===== config.mk =====
export PLATFORM = sky130hd
export DESIGN_NAME = shuffle_perm_gen
export DESIGN_NICKNAME = d
export VERILOG_FILES = /design/src/rtl/shuffle_pkg.sv /design/src/rtl/prng_word_fetch.sv /design/src/rtl/shuffle_perm_gen.sv
export SDC_FILE = /design/constraint.sdc
export NUM_CORES = 1
export LEC_CHECK = 0
export ABC_AREA = 1
export BUFFER_PORTS_ARGS = -buffer_cell sky130_fd_sc_hd__buf_2
export CORE_MARGIN = 3
export CORE_UTILIZATION = 45
export DETAILED_ROUTE_END_ITERATION = 8
export SYNTH_ARGS = -nofsm -noshare
export SYNTH_HDL_FRONTEND = slang
export SYNTH_SLANG_ARGS = --single-unit

===== constraint.sdc =====
create_clock -name clk_i -period 2.3 [get_ports clk_i]
set_clock_uncertainty 0.05 [all_clocks]
set_input_delay 0.46 -clock clk_i [delete_from_list [all_inputs] [get_ports clk_i]]
set_output_delay 0.46 -clock clk_i [all_outputs]
set_load 0.05 [all_outputs]

===== src/rtl/shuffle_pkg.sv =====
// shuffle_pkg: shared definitions for the shuffle permutation generator.
//   - state_e  : controller states
//   - msb_mask : smear of the highest set bit downwards (draw mask for index i)
//   - DEF_*    : default geometry; IDX_W / DRAWS derived from those defaults
package shuffle_pkg;

  localparam int DEF_LOG_N    = 3;
  localparam int DEF_WORDSIZE = 32;
  localparam int IDX_W        = DEF_LOG_N;
  localparam int DRAWS        = DEF_WORDSIZE / IDX_W;

  typedef enum logic [2:0] {
    S_IDLE = 3'd0,
    S_INIT = 3'd1,
    S_REFR = 3'd2,
    S_REQ  = 3'd3,
    S_WAIT = 3'd4,
    S_DRAW = 3'd5,
    S_OUT  = 3'd6
  } state_e;

  // All ones from bit 0 up to and including the MSB of v (0 for v == 0).
  function automatic logic [31:0] msb_mask(input logic [31:0] v);
    logic [31:0] m_s;
    m_s = v;
    m_s = m_s | (m_s >> 1);
    m_s = m_s | (m_s >> 2);
    m_s = m_s | (m_s >> 4);
    m_s = m_s | (m_s >> 8);
    m_s = m_s | (m_s >> 16);
    return m_s;
  endfunction

endpackage


===== src/rtl/prng_word_fetch.sv =====
// prng_word_fetch: request/refresh handshake towards the PRNG wrapper.
//   fetch_i / refresh_i : controller is in its request / refresh state
//   wait_i              : controller is waiting for the wrapper
//   issued_o            : the pending request goes out this cycle
//   word_valid_o/word_o : one-cycle strobe with the captured PRNG word
//   refr_done_o         : one-cycle strobe, key refresh finished
//   prng_req_o/prng_refr_o : one-cycle pulses to the wrapper
module prng_word_fetch
  import shuffle_pkg::*;
#(
  parameter int WORDSIZE = DEF_WORDSIZE
) (
  input  logic                clk_i,
  input  logic                rst_ni,
  input  logic                fetch_i,
  input  logic                refresh_i,
  input  logic                wait_i,
  input  logic                prng_busy_i,
  input  logic                prng_ready_i,
  input  logic [WORDSIZE-1:0] prng_word_i,
  output logic                issued_o,
  output logic                word_valid_o,
  output logic                refr_done_o,
  output logic [WORDSIZE-1:0] word_o,
  output logic                prng_req_o,
  output logic                prng_refr_o
);

  logic                req_r;
  logic                refr_r;
  logic                seen_r;
  logic                under_refr_r;
  logic                word_valid_r;
  logic                refr_done_r;
  logic [WORDSIZE-1:0] word_r;
  logic                issue_s;
  logic                done_s;

  // Issue when the wrapper is idle; complete only after busy was seen high and dropped.
  always_comb begin
    issue_s = 1'b0;
    done_s  = 1'b0;
    if ((fetch_i || refresh_i) && !prng_busy_i) begin
      issue_s = 1'b1;
    end else begin
      issue_s = 1'b0;
    end
    if (wait_i && seen_r && !prng_busy_i && prng_ready_i) begin
      done_s = 1'b1;
    end else begin
      done_s = 1'b0;
    end
  end

  // Pulse generation, seen-busy flag, refresh tracking and word capture.
  always_ff @(posedge clk_i or negedge rst_ni) begin
    if (!rst_ni) begin
      req_r        <= 1'b0;
      refr_r       <= 1'b0;
      seen_r       <= 1'b0;
      under_refr_r <= 1'b0;
      word_valid_r <= 1'b0;
      refr_done_r  <= 1'b0;
      word_r       <= {WORDSIZE{1'b0}};
    end else begin
      req_r        <= fetch_i && issue_s;
      refr_r       <= refresh_i && !fetch_i && issue_s;
      // A completed refresh carries no usable word; it only reports completion.
      word_valid_r <= done_s && !under_refr_r;
      refr_done_r  <= done_s && under_refr_r;
      if (done_s || !wait_i) begin
        seen_r <= 1'b0;
      end else if (prng_busy_i) begin
        seen_r <= 1'b1;
      end else begin
        seen_r <= seen_r;
      end
      if (refresh_i && issue_s) begin
        under_refr_r <= 1'b1;
      end else if (done_s) begin
        under_refr_r <= 1'b0;
      end else begin
        under_refr_r <= under_refr_r;
      end
      if (done_s && !under_refr_r) begin
        word_r <= prng_word_i;
      end else begin
        word_r <= word_r;
      end
    end
  end

  assign issued_o     = issue_s;
  assign word_valid_o = word_valid_r;
  assign refr_done_o  = refr_done_r;
  assign word_o       = word_r;
  assign prng_req_o   = req_r;
  assign prng_refr_o  = refr_r;

endmodule


===== src/rtl/shuffle_perm_gen.sv =====
// shuffle_perm_gen: Fisher-Yates permutation of 0..last_i using PRNG words,
// mask-and-reject sampling, streamed out over valid/ready.
//   start_i/last_i      : start a shuffle of length last_i+1 (idle only)
//   busy_o              : high whenever not idle
//   out_valid_o/out_ready_i/out_idx_o/out_last_o : permutation stream
//   prng_req_o/prng_refr_o/prng_word_i/prng_busy_i/prng_ready_i : PRNG wrapper
module shuffle_perm_gen
  import shuffle_pkg::*;
#(
  parameter int LOG_N          = DEF_LOG_N,
  parameter int WORDSIZE       = DEF_WORDSIZE,
  parameter int REFRESH_PERIOD = 16
) (
  input  logic                clk_i,
  input  logic                rst_ni,
  input  logic                start_i,
  input  logic [LOG_N-1:0]    last_i,
  output logic                busy_o,
  output logic                out_valid_o,
  input  logic                out_ready_i,
  output logic [LOG_N-1:0]    out_idx_o,
  output logic                out_last_o,
  output logic                prng_req_o,
  output logic                prng_refr_o,
  input  logic [WORDSIZE-1:0] prng_word_i,
  input  logic                prng_busy_i,
  input  logic                prng_ready_i
);

  localparam int IW        = LOG_N;
  localparam int NUM_IDX   = 2 ** LOG_N;
  localparam int DRAW_BITS = (WORDSIZE / IW) * IW;
  localparam int BW        = $clog2(WORDSIZE + 1);
  localparam int PW        = $clog2(REFRESH_PERIOD + 1) + 1;

  state_e              state_r;
  state_e              state_nxt_s;
  logic [IW-1:0]       last_r;
  logic [IW-1:0]       i_r;
  logic [IW-1:0]       k_r;
  logic [IW-1:0]       perm_r [NUM_IDX];
  logic [WORDSIZE-1:0] word_r;
  logic [BW-1:0]       bits_r;
  logic [PW-1:0]       pcnt_r;
  logic [IW-1:0]       mask_s;
  logic [IW-1:0]       cand_s;
  logic [IW-1:0]       i_dec_s;
  logic                accept_s;
  logic [BW-1:0]       bits_dec_s;
  logic                refr_due_s;
  logic                issued_s;
  logic                word_valid_s;
  logic                refr_done_s;
  logic [WORDSIZE-1:0] fetch_word_s;

  prng_word_fetch #(
    .WORDSIZE (WORDSIZE)
  ) u_fetch (
    .clk_i        (clk_i),
    .rst_ni       (rst_ni),
    .fetch_i      (state_r == S_REQ),
    .refresh_i    (state_r == S_REFR),
    .wait_i       (state_r == S_WAIT),
    .prng_busy_i  (prng_busy_i),
    .prng_ready_i (prng_ready_i),
    .prng_word_i  (prng_word_i),
    .issued_o     (issued_s),
    .word_valid_o (word_valid_s),
    .refr_done_o  (refr_done_s),
    .word_o       (fetch_word_s),
    .prng_req_o   (prng_req_o),
    .prng_refr_o  (prng_refr_o)
  );

  // Draw decode: masked candidate, accept test and the post-draw index/bit count.
  always_comb begin
    mask_s     = IW'(msb_mask(32'(i_r)));
    cand_s     = word_r[IW-1:0] & mask_s;
    accept_s   = (cand_s <= i_r);
    bits_dec_s = bits_r - BW'(IW);
    refr_due_s = (REFRESH_PERIOD != 0) && (pcnt_r == PW'(REFRESH_PERIOD));
    if (accept_s) begin
      i_dec_s = i_r - IW'(1);
    end else begin
      i_dec_s = i_r;
    end
  end

  // Next-state logic.
  always_comb begin
    state_nxt_s = state_r;
    case (state_r)
      S_IDLE: if (start_i) state_nxt_s = S_INIT; else state_nxt_s = S_IDLE;
      S_INIT: begin
        if (last_r == {IW{1'b0}}) begin
          state_nxt_s = S_OUT;
        end else if (refr_due_s) begin
          state_nxt_s = S_REFR;
        end else begin
          state_nxt_s = S_REQ;
        end
      end
      S_REFR: if (issued_s) state_nxt_s = S_WAIT; else state_nxt_s = S_REFR;
      S_REQ:  if (issued_s) state_nxt_s = S_WAIT; else state_nxt_s = S_REQ;
      S_WAIT: begin
        if (word_valid_s) begin
          state_nxt_s = S_DRAW;
        end else if (refr_done_s) begin
          state_nxt_s = S_REQ;
        end else begin
          state_nxt_s = S_WAIT;
        end
      end
      S_DRAW: begin
        if (i_dec_s == {IW{1'b0}}) begin
          state_nxt_s = S_OUT;
        end else if (bits_dec_s < BW'(IW)) begin
          state_nxt_s = S_REQ;
        end else begin
          state_nxt_s = S_DRAW;
        end
      end
      S_OUT: begin
        if (out_ready_i && (k_r == last_r)) begin
          state_nxt_s = S_IDLE;
        end else begin
          state_nxt_s = S_OUT;
        end
      end
      default: state_nxt_s = S_IDLE;
    endcase
  end

  // State register.
  always_ff @(posedge clk_i or negedge rst_ni) begin
    if (!rst_ni) begin
      state_r <= S_IDLE;
    end else begin
      state_r <= state_nxt_s;
    end
  end

  // Datapath: latch request, initialise/swap the permutation, consume draws, stream out.
  always_ff @(posedge clk_i or negedge rst_ni) begin
    if (!rst_ni) begin
      last_r <= {IW{1'b0}};
      i_r    <= {IW{1'b0}};
      k_r    <= {IW{1'b0}};
      word_r <= {WORDSIZE{1'b0}};
      bits_r <= {BW{1'b0}};
      pcnt_r <= {PW{1'b0}};
      for (int k = 0; k < NUM_IDX; k++) begin
        perm_r[k] <= {IW{1'b0}};
      end
    end else begin
      case (state_r)
        S_IDLE: begin
          if (start_i) begin
            last_r <= last_i;
            i_r    <= last_i;
            bits_r <= {BW{1'b0}};
            k_r    <= {IW{1'b0}};
          end
        end
        S_INIT: begin
          for (int k = 0; k < NUM_IDX; k++) begin
            perm_r[k] <= IW'(k);
          end
        end
        S_REFR: begin
          if (issued_s) pcnt_r <= {PW{1'b0}};
        end
        S_WAIT: begin
          if (word_valid_s) begin
            word_r <= fetch_word_s;
            bits_r <= BW'(DRAW_BITS);
          end
        end
        S_DRAW: begin
          word_r <= word_r >> IW;
          bits_r <= bits_dec_s;
          // cand == i writes the same value twice, i.e. a no-op swap.
          if (accept_s) begin
            perm_r[i_r]    <= perm_r[cand_s];
            perm_r[cand_s] <= perm_r[i_r];
          end
          i_r <= i_dec_s;
          if ((i_dec_s == {IW{1'b0}}) && (pcnt_r != {PW{1'b1}})) begin
            pcnt_r <= pcnt_r + PW'(1);
          end
        end
        S_OUT: begin
          if (out_ready_i) k_r <= k_r + IW'(1);
        end
        default: begin
          k_r <= k_r;
        end
      endcase
    end
  end

  // Output decode from registered state; everything reads 0 outside S_OUT.
  always_comb begin
    busy_o      = (state_r != S_IDLE);
    out_valid_o = (state_r == S_OUT);
    out_idx_o   = {IW{1'b0}};
    out_last_o  = 1'b0;
    if (state_r == S_OUT) begin
      out_idx_o  = perm_r[k_r];
      out_last_o = (k_r == last_r);
    end else begin
      out_idx_o  = {IW{1'b0}};
      out_last_o = 1'b0;
    end
  end

endmodule


==> run summary <==
status: finished with violations
failing checks: setup timing
HP Class: input port to flip-flop
DR WL/cell: 15.4 um
largest net degree at the start of global routing: 40
Worst Tran Pin Value: 0.534 ns
CTS max path bufs: 2
vias in the first global route: 5770
CTS H-Tree Depth: 4
Tmin final: 2.30 ns
M2 GR Usage: 0.365
Final WS setup: -0.00393 ns
Worst EP arrival: 1.79 ns
CTS tree: done
# setup viols final: 1
Post-Syn Area: 0.00662 mm^2
Num Clock Sinks: 118
FF-to-FF path depth: 14
Mean Syn Cell Area: 7.27 um^2
Worst-Skew Late Latency: 0.42 ns
Post-synth top flop: dfrtp_1
Port Buf Inserts: 48
final-layout fill cell count: 1372
placer congestion estimate: 0.891
WL final: 18000 um
vias per cell: 5.34
total track usage: 0.229
Cell Rows: 43
fin util: 0.561
routed via count: 6248
maximum capacitance violations: 0
register area share after synthesis: 0.446
core area: 0.0141 mm^2
end point of the critical path: out_idx_o[2]
Ys Warns: 0
Hold Vio Cnt, Final: 0
unrepaired setup endpoints after global routing: true
Crit. End Element: output pin
die area: 0.0162 mm^2
Area Overhead vs Synth: 19.8%
Crit Path Class: flip-flop to output pin
Die Ht: 127 um
Slew Limit Fails: 0
gr busiest metal: met2
TritonCTS buffer count: 17
P_leak: 4.09 nW
post-synth cell types: 37
initial detailed-routing violation count: 583
Post-synth top cells: nand2_1, dfrtp_1, nand3_1
I/O pin cnt: 49
Synth Net Count: 960
Die W: 127 um
Mapped Cells: 911
worst hold slack: 0.191 ns
GRT met3 Usage: 0.0472
first-pass GRT wire length: 29500 um
CP startpoint kind: flip-flop
initial antenna violation count: 0
Seq cells post-synth: 118
Initial Utilization: 0.468
FMAX: 0.434 GHz
Detail Route Antenna Nets: 0
reg2reg start: i_r[0]$_DFFE_PN0P_
Final nets: 1025
reg-to-reg slack, setup: 0.14 ns
grt met1 use: 0.312
area leader, netlist: dfrtp_1
CTS Root Cell: clkbuf_16
most frequent cell after synthesis: nand2_1
# DRC: 0
share of cells above drive strength 1: 0.162
data required time of the worst path: 1.79 ns
worst-path maximum fanout: 6
Reg clk slew, reported paths: 0.06 ns
Tcrit/Tclk final: 1.00
total gr overflow: 0
Rel. slew slack: 0.644
VDD IR-drop max: 0.000632 V
drt first pass iters: 5
post-synth top area share: 0.446
EDFF count, synth: 0
CP Launch Point: k_r[0]$_DFFE_PN0P_
synth top area cells: dfrtp_1, nand2_1, nand3_1, inv_1, nor2_1
pwr/cell area: 1360 mW/mm^2
asr flop ratio synth: 1.00
reg2reg end: perm_r[2]$_DFFE_PN0P_
diode count: 0
dpl hpwl: 12200 um
worst min-delay path by stage:
stage,start,to,slack (ns),depth (start not counted)
finish,prng_word_i[12],u_fetch.word_o[12]$_DFFE_PN0P_,0.19,3
global route,prng_word_i[16],u_fetch.word_o[16]$_DFFE_PN0P_,0.18,3
CTS,prng_word_i[16],u_fetch.word_o[16]$_DFFE_PN0P_,0.18,3
detailed placement,u_fetch.word_o[2]$_DFFE_PN0P_,u_fetch.word_o[2]$_DFFE_PN0P_,0.41,2
global placement,u_fetch.word_o[27]$_DFFE_PN0P_,u_fetch.word_o[27]$_DFFE_PN0P_,0.41,2
floorplan,rst_ni,bits_r[0]$_DFFE_PN0P_,0.11,0
where the power goes:
part           switching (mW)  internal, mW  total [mW]
clock network            1.03          1.60        2.62
logic                    3.47          1.59        5.06
registers               0.432          2.69        3.12
cell type report:
cell class,count,area (um^2),share of cell area
clock buffer,17,425,0.0536
clock inverter,15,154,0.0194
inverter,91,345,0.0435
multi-input combinational,669,3300,0.415
sequential,118,2950,0.372
tap,180,225,0.0284
timing repair buffer,79,538,0.0678
layer usage:
| metal | routed length [um] | vias to the layer above |
|---|---|---|
| li1 | - | 3112 |
| met1 | 8300 | 2910 |
| met2 | 8480 | 200 |
| met3 | 967 | 26 |
| met4 | 287 | 0 |
| met5 | 0 | - |
through the flow:
step / cell area (um^2) / power [mW] / TNS [ns] / setup WS, ns / instances
after global routing: 7940 / 11.6 / -0.446 / -0.132 / 1169
after floorplan: 6660 / 6.53 / 0 / 0.00131 / 911
final: 7940 / 10.8 / -0.00393 / -0.00393 / 1169
after detailed placement: 7170 / 7.82 / 0 / 0.0854 / 1130
after global placement: 7170 / 7.81 / 0 / 0.138 / 1130
after CTS: 7810 / 10.5 / -0.0130 / -0.00736 / 1165
state kept, by name (all words and copies together), names as in the netlist:
| register | cells |
|---|---|
| i_r | 3 |
| u_fetch.prng_req_o | 1 |
| perm_r | 24 |
| u_fetch.refr_done_o | 1 |
| bits_r | 6 |
| state_r | 3 |
| word_r | 32 |
| u_fetch.under_refr_r | 1 |
| u_fetch.prng_refr_o | 1 |
| last_r | 3 |
| u_fetch.seen_r | 1 |
| u_fetch.word_o | 32 |
| k_r | 3 |
| pcnt_r | 6 |
| u_fetch.word_valid_o | 1 |
layout by cell type, fill, tap and decap left out, types with 30 or more instances in the layout:
cell / instances
nor3_1: 36
buf_2: 44
inv_1: 78
nand2_1: 284
nand3_1: 81
dfrtp_1: 118
o21ai_0: 40
a21oi_1: 42
nor2_1: 77
o22ai_1: 30
cell families after synthesis:
kind of cell	count (synthesis)	share of synthesized area
simple gates	515	0.338
compound gates	135	0.112
buf+inv	126	0.0771
flops	118	0.446
fa+ha+maj	8	0.0151
xor+xnor	9	0.0119
critical path, stage by stage, from the launching register on:
cell        delay, ns
dfrtp_1          0.40
clkinvlp_4       0.22
a21oi_2          0.17
o21ai_1          0.08
nand3_1          0.07
nand2_1          0.09
a31oi_2          0.17
buf_6            0.18
timing repair:
action / CTS / global route
pin swaps: 2 / 6
buffers inserted: 2 / 2
resized for setup: 9 / 22
hold buffers: 1 / 0
gates cloned: 0 / 2
endpoints found under the hold margin: 32 / 0
endpoints found under the setup margin: 3 / 31
No activity file was read; power rests on OpenSTA's default activity.
